[config.mk]
export PLATFORM = sky130hd
export DESIGN_NAME = serial_subtractor
export DESIGN_NICKNAME = d
export VERILOG_FILES = /design/src/rtl/serial_subtractor.sv
export SDC_FILE = /design/constraint.sdc
export NUM_CORES = 1
export LEC_CHECK = 0
export CORE_UTILIZATION = 54
export DETAILED_ROUTE_END_ITERATION = 7
export HOLD_SLACK_MARGIN = 0.02
export PLACE_DENSITY = 0.82
export SLEW_MARGIN = 10
export SYNTH_ARGS = -nofsm -noshare
export SYNTH_HDL_FRONTEND = slang
export SYNTH_SLANG_ARGS = --single-unit
[constraint.sdc]
create_clock -name clk -period 2.3 [get_ports clk]
set_clock_uncertainty 0.1 [all_clocks]
set_input_delay 0.23 -clock clk [delete_from_list [all_inputs] [get_ports clk]]
set_output_delay 0.23 -clock clk [all_outputs]
set_load 0.01 [all_outputs]
[src/rtl/serial_subtractor.sv]
// Bit-serial subtractor: computes a - b LSB first through one full-subtractor
// cell and a borrow flop, returning a parallel difference and final borrow.
module serial_subtractor #(
  parameter int unsigned WIDTH = 8
) (
  input  logic             clk,
  input  logic             rst,
  input  logic             start,
  input  logic [WIDTH-1:0] a,
  input  logic [WIDTH-1:0] b,
  output logic [WIDTH-1:0] diff,
  output logic             borrow_out,
  output logic             busy,
  output logic             done
);

  localparam int unsigned CNT_W = (WIDTH > 2) ? $clog2(WIDTH) : 1;

  typedef enum logic [1:0] {
    S_IDLE  = 2'd0,
    S_SHIFT = 2'd1,
    S_DONE  = 2'd2
  } state_t;

  state_t             state_q, state_d;
  logic [WIDTH-1:0]   a_sr_q, a_sr_d;
  logic [WIDTH-1:0]   b_sr_q, b_sr_d;
  logic [WIDTH-1:0]   d_sr_q, d_sr_d;
  logic               borrow_q, borrow_d;
  logic [CNT_W-1:0]   cnt_q, cnt_d;
  logic [WIDTH-1:0]   diff_q, diff_d;
  logic               borrow_out_q, borrow_out_d;
  logic               busy_q, busy_d;
  logic               done_q, done_d;

  logic               cell_x_c, cell_y_c, cell_d_c, cell_bout_c;

  // Full-subtractor cell on the current LSBs and the stored borrow
  always_comb begin
    cell_x_c    = a_sr_q[0];
    cell_y_c    = b_sr_q[0];
    cell_d_c    = cell_x_c ^ cell_y_c ^ borrow_q;
    cell_bout_c = (~cell_x_c & cell_y_c) | (~(cell_x_c ^ cell_y_c) & borrow_q);
  end

  // Next-state, datapath and output decode; busy/done follow the next state
  // so they are registered alongside it
  always_comb begin
    state_d      = state_q;
    a_sr_d       = a_sr_q;
    b_sr_d       = b_sr_q;
    d_sr_d       = d_sr_q;
    borrow_d     = borrow_q;
    cnt_d        = cnt_q;
    diff_d       = diff_q;
    borrow_out_d = borrow_out_q;

    case (state_q)
      S_IDLE: begin
        if (start) begin
          a_sr_d   = a;
          b_sr_d   = b;
          d_sr_d   = '0;
          borrow_d = 1'b0;
          cnt_d    = '0;
          state_d  = S_SHIFT;
        end
      end
      S_SHIFT: begin
        a_sr_d   = a_sr_q >> 1;
        b_sr_d   = b_sr_q >> 1;
        d_sr_d   = {cell_d_c, d_sr_q[WIDTH-1:1]};
        borrow_d = cell_bout_c;
        cnt_d    = cnt_q + CNT_W'(1);
        if (cnt_q == CNT_W'(WIDTH - 1)) begin
          diff_d       = {cell_d_c, d_sr_q[WIDTH-1:1]};
          borrow_out_d = cell_bout_c;
          state_d      = S_DONE;
        end
      end
      S_DONE:  state_d = S_IDLE;
      default: state_d = S_IDLE;
    endcase

    busy_d = (state_d != S_IDLE);
    done_d = (state_d == S_DONE);
  end

  // State and datapath registers with synchronous reset
  always_ff @(posedge clk) begin
    if (rst) begin
      state_q      <= S_IDLE;
      a_sr_q       <= '0;
      b_sr_q       <= '0;
      d_sr_q       <= '0;
      borrow_q     <= 1'b0;
      cnt_q        <= '0;
      diff_q       <= '0;
      borrow_out_q <= 1'b0;
      busy_q       <= 1'b0;
      done_q       <= 1'b0;
    end else begin
      state_q      <= state_d;
      a_sr_q       <= a_sr_d;
      b_sr_q       <= b_sr_d;
      d_sr_q       <= d_sr_d;
      borrow_q     <= borrow_d;
      cnt_q        <= cnt_d;
      diff_q       <= diff_d;
      borrow_out_q <= borrow_out_d;
      busy_q       <= busy_d;
      done_q       <= done_d;
    end
  end

  assign diff       = diff_q;
  assign borrow_out = borrow_out_q;
  assign busy       = busy_q;
  assign done       = done_q;

endmodule
==> results.tsv <==
stage	metric	value	unit
critical_path	R2R Path Start	state_q[1]$_SDFF_PP0_	
power	Reg power frac	0.554	
drt	DRT iter0 DRCs	47	
clocking	clock root cell	clkbuf_4	
power	Design Power	1340	uW
logic_synthesis	asr flop ratio synth	0	
drt	via/cell ratio	5.59	
global_routing	first-pass GRT wire length	5330	um
clocking	Post-CTS Resized	0	
logic_synthesis	sequential area share after synthesis	0.499	
logic_synthesis	predominant post-synthesis flop cell	dfxtp_1	
logic_synthesis	Synthesized Nets	191	
critical_path	critical path class	reg2reg	
drt	via count	1264	
final_layout	area of the multi-input gates	699	um2
floorplan	Die Span X	56.5	um
clocking	CTS tree	done	
clocking	Max clock buf depth	2	
power	Net Sw Power	313	uW
hold_path	Hold Path Class	reg2reg	
flow_run	maximum capacitance violations	0	
logic_synthesis	syn avg cell area	9.50	um2
sta	Setup Viol. Count Final	0	
final_layout	fill count	217	
sta	Worst Tran Pin Value	0.791	ns
global_routing	Tot GR Track Use	0.220	
critical_path	Buf/Inv on CP	0	
drt	DRT Wirelength	3130	um
clocking	clock slew at reported path FFs	0.12	ns
placed_design	Detailed Place HPWL	2140	um
drt	Final ANT Viol Nets	0	
final_layout	share of cells above drive strength 1	0.0564	
drt	drt pass-1 iters	4	
global_routing	grt ovf	0	
logic_synthesis	top post-synthesis cells by count	dfxtp_1, nor2_1, mux2i_1, a211oi_1, a22oi_1	
final_layout	diode count	0	
critical_path	critical path, cell by cell	nand2b_1 > mux2i_1 > a211oi_1	
power	Pleak	0.000747	uW
drt	post-detailed-route wirelength per cell	13.8	um
critical_path	Critical Path RT	2.46	ns
critical_path	crit end category	flop	
sta	Max-slew headroom	0.473	
clocking	Post-CTS Hold Fix Bufs	0	
power	sw frac	0.234	
logic_synthesis	most frequent cell after synthesis	dfxtp_1	
logic_synthesis	yosys warns	0	
clocking	clk_lat worst skew	0.35	ns
global_routing	vias in the first global route	1238	
power	Worst VDD drop	0.537	mV
final_layout	Synth-to-Final Area Change	21.3	%
sta	Highest Clock Rate	554	MHz
placed_design	Routability Congestion	0.741	
final_layout	Layout Nets	216	
clocking	H-tree depth	2	
critical_path	delay-heaviest family, CP	simple AND/OR/NAND/NOR gates	
critical_path	CP startpoint kind	flop	
critical_path	R2R Path End	b_sr_q[4]$_SDFFE_PP0P_	
final_layout	Sequential Area	801	um2
hold_path	hold wc startpoint	diff[1]$_SDFFE_PP0P_	
sta	Final Max Slew Viols	0	
floorplan	Starting Density	0.577	
clocking	Num CTS Buffers	5	
placed_design	Port Buffer Count	29	
power	Comb pwr share	0.109	
sta	Tmin final	1.81	ns
logic_synthesis	Synth top area share	0.499	
sta	Fin Setup TNS	0	ns
power	internal power	1030	uW
sta	RSZ-0062 raised after global routing	no	
critical_path	worst-path fanout max	13	
drt	Remaining DRCs	0	
floorplan	Rows	19	
hold_path	Hold Path End	diff[1]$_SDFFE_PP0P_	
floorplan	DIE HEIGHT	56.5	um
logic_synthesis	post-synthesis instance area	1610	um2
critical_path	reg2reg path depth	3	
hold_path	worst hold stages	2	
logic_synthesis	Post-synth EDFFs	0	
critical_path	Slowest-stage cell, CP	nand2b_1	
critical_path	WP data arrival	1.97	ns
power	Clock power frac	0.337	
critical_path	R2R setup slack	0.49	ns
clocking	buffer count from post-CTS setup fixing	0	
sta	Final Cycle Share	0.785	
floorplan	die area	3200	um2
critical_path	slowest stage delay, CP	0.67	ns
global_routing	largest net degree at the start of global routing	41	
logic_synthesis	synthesized instance count	169	
logic_synthesis	cell taking the most area after synthesis	dfxtp_1	
sta	endpoints failing hold	0	
logic_synthesis	Yosys reg bits	40	
clocking	CTS Sinks	40	
power	Pwr Density	687	nW/um2
status	status	finished clean	
global_routing	initial antenna violation count	0	
floorplan	Core Region	2780	um2
logic_synthesis	Synth area leaders	dfxtp_1, mux2i_1, nor2_1	
floorplan	I/O pin count	30	
logic_synthesis	Yosys cell types	26	
## flip-flops by register name, indices dropped and copies added (netlist names)
signal / flops
a_sr_q: 8
b_sr_q: 8
diff: 8
d_sr_q: 7
cnt_q: 3
state_q: 2
borrow_out: 1
borrow_q: 1
busy: 1
done: 1
## worst max path at each step
stage                     startpoint  cells past startpoint                endpoint
2_1_floorplan  cnt_q[0]$_SDFFE_PP0P_                      6   state_q[0]$_SDFF_PP0_
3_3_place_gp                   start                      4  a_sr_q[2]$_SDFFE_PP0P_
3_5_place_dp                   start                      4  b_sr_q[4]$_SDFFE_PP0P_
4_1_cts        state_q[1]$_SDFF_PP0_                      3  b_sr_q[4]$_SDFFE_PP0P_
5_1_grt        state_q[1]$_SDFF_PP0_                      3  b_sr_q[3]$_SDFFE_PP0P_
6_report       state_q[1]$_SDFF_PP0_                      3  b_sr_q[4]$_SDFFE_PP0P_
## final cells by class
cell class | count | area share
clock buffer | 6 | 0.0212
sequential | 40 | 0.411
multi-input combinational | 111 | 0.359
clock inverter | 2 | 0.0180
tap | 31 | 0.0199
timing repair buffer | 33 | 0.165
inverter | 3 | 0.00578
## worst register-to-register path: stages (launching register included)
cell and delay, ns:
dfxtp_1 0.48, nand2b_1 0.67, mux2i_1 0.19, a211oi_1 0.28
## cells by family after synthesis
kind of cell             after synthesis  synth area share
AND/OR/NAND/NOR                       56             0.155
AO/OA/AOI/OAI                         37             0.159
flip-flops                            40             0.499
adder cells (fa/ha/maj)                3            0.0281
multiplexers                          15            0.0935
buffers and inverters                 18            0.0655
## metrics by stage
stage / hold WS, ns / setup WS (ns) / cells / utilization / area [um2]
CTS: 0.369 / 0.496 / 226 / 0.700 / 1950
detailed placement: 0.353 / 0.310 / 218 / 0.673 / 1870
global placement: 0.346 / 0.413 / 218 / 0.673 / 1870
global route: 0.386 / 0.343 / 226 / 0.700 / 1950
finish: 0.364 / 0.495 / 226 / 0.700 / 1950
floorplan: 0.278 / 0.940 / 169 / - / 1610
## placed cells by master (no fill, tap or decap)
master,synthesis,layout
inv_1,3,3
nand3_1,8,8
fa_1,1,1
clkbuf_4,0,5
a211oi_1,13,13
bufinv_16,0,1
nor2b_1,2,2
o21bai_1,1,1
a21oi_1,10,10
clkdlybuf4s50_1,0,29
nor3b_1,1,1
nand2_1,8,8
buf_4,2,4
nor2_1,29,29
nor3_1,3,3
nand2b_1,3,3
dfxtp_1,40,40
mux2i_1,15,15
a2bb2oi_1,1,1
nand3b_1,1,1
a22oi_1,11,11
clkinv_2,0,1
or3b_1,1,1
ha_1,2,2
a311oi_1,1,1
clkbuf_1,5,1
## power by group through the flow
stage               Sequential [uW]  Clock [uW]  Combinational [uW]
floorplan                       750           0                 101
global placement                755           0                 139
detailed placement              756           0                 146
CTS                             741         457                 147
global route                    745         482                 164
finish                          741         450                 146
## routing by layer
metal / track usage / share of wire / vias to the layer above / routed length (um)
met1: 0.236 / 0.45 / 587 / 1410
li1: - / - / 640 / -
met4: 0.108 / 0.027 / 0 / 83
met2: 0.373 / 0.47 / 26 / 1460
met5: 0 / 0 / - / 0
met3: 0.0853 / 0.055 / 11 / 173
Note: power is estimated with default switching activity, not from simulation.
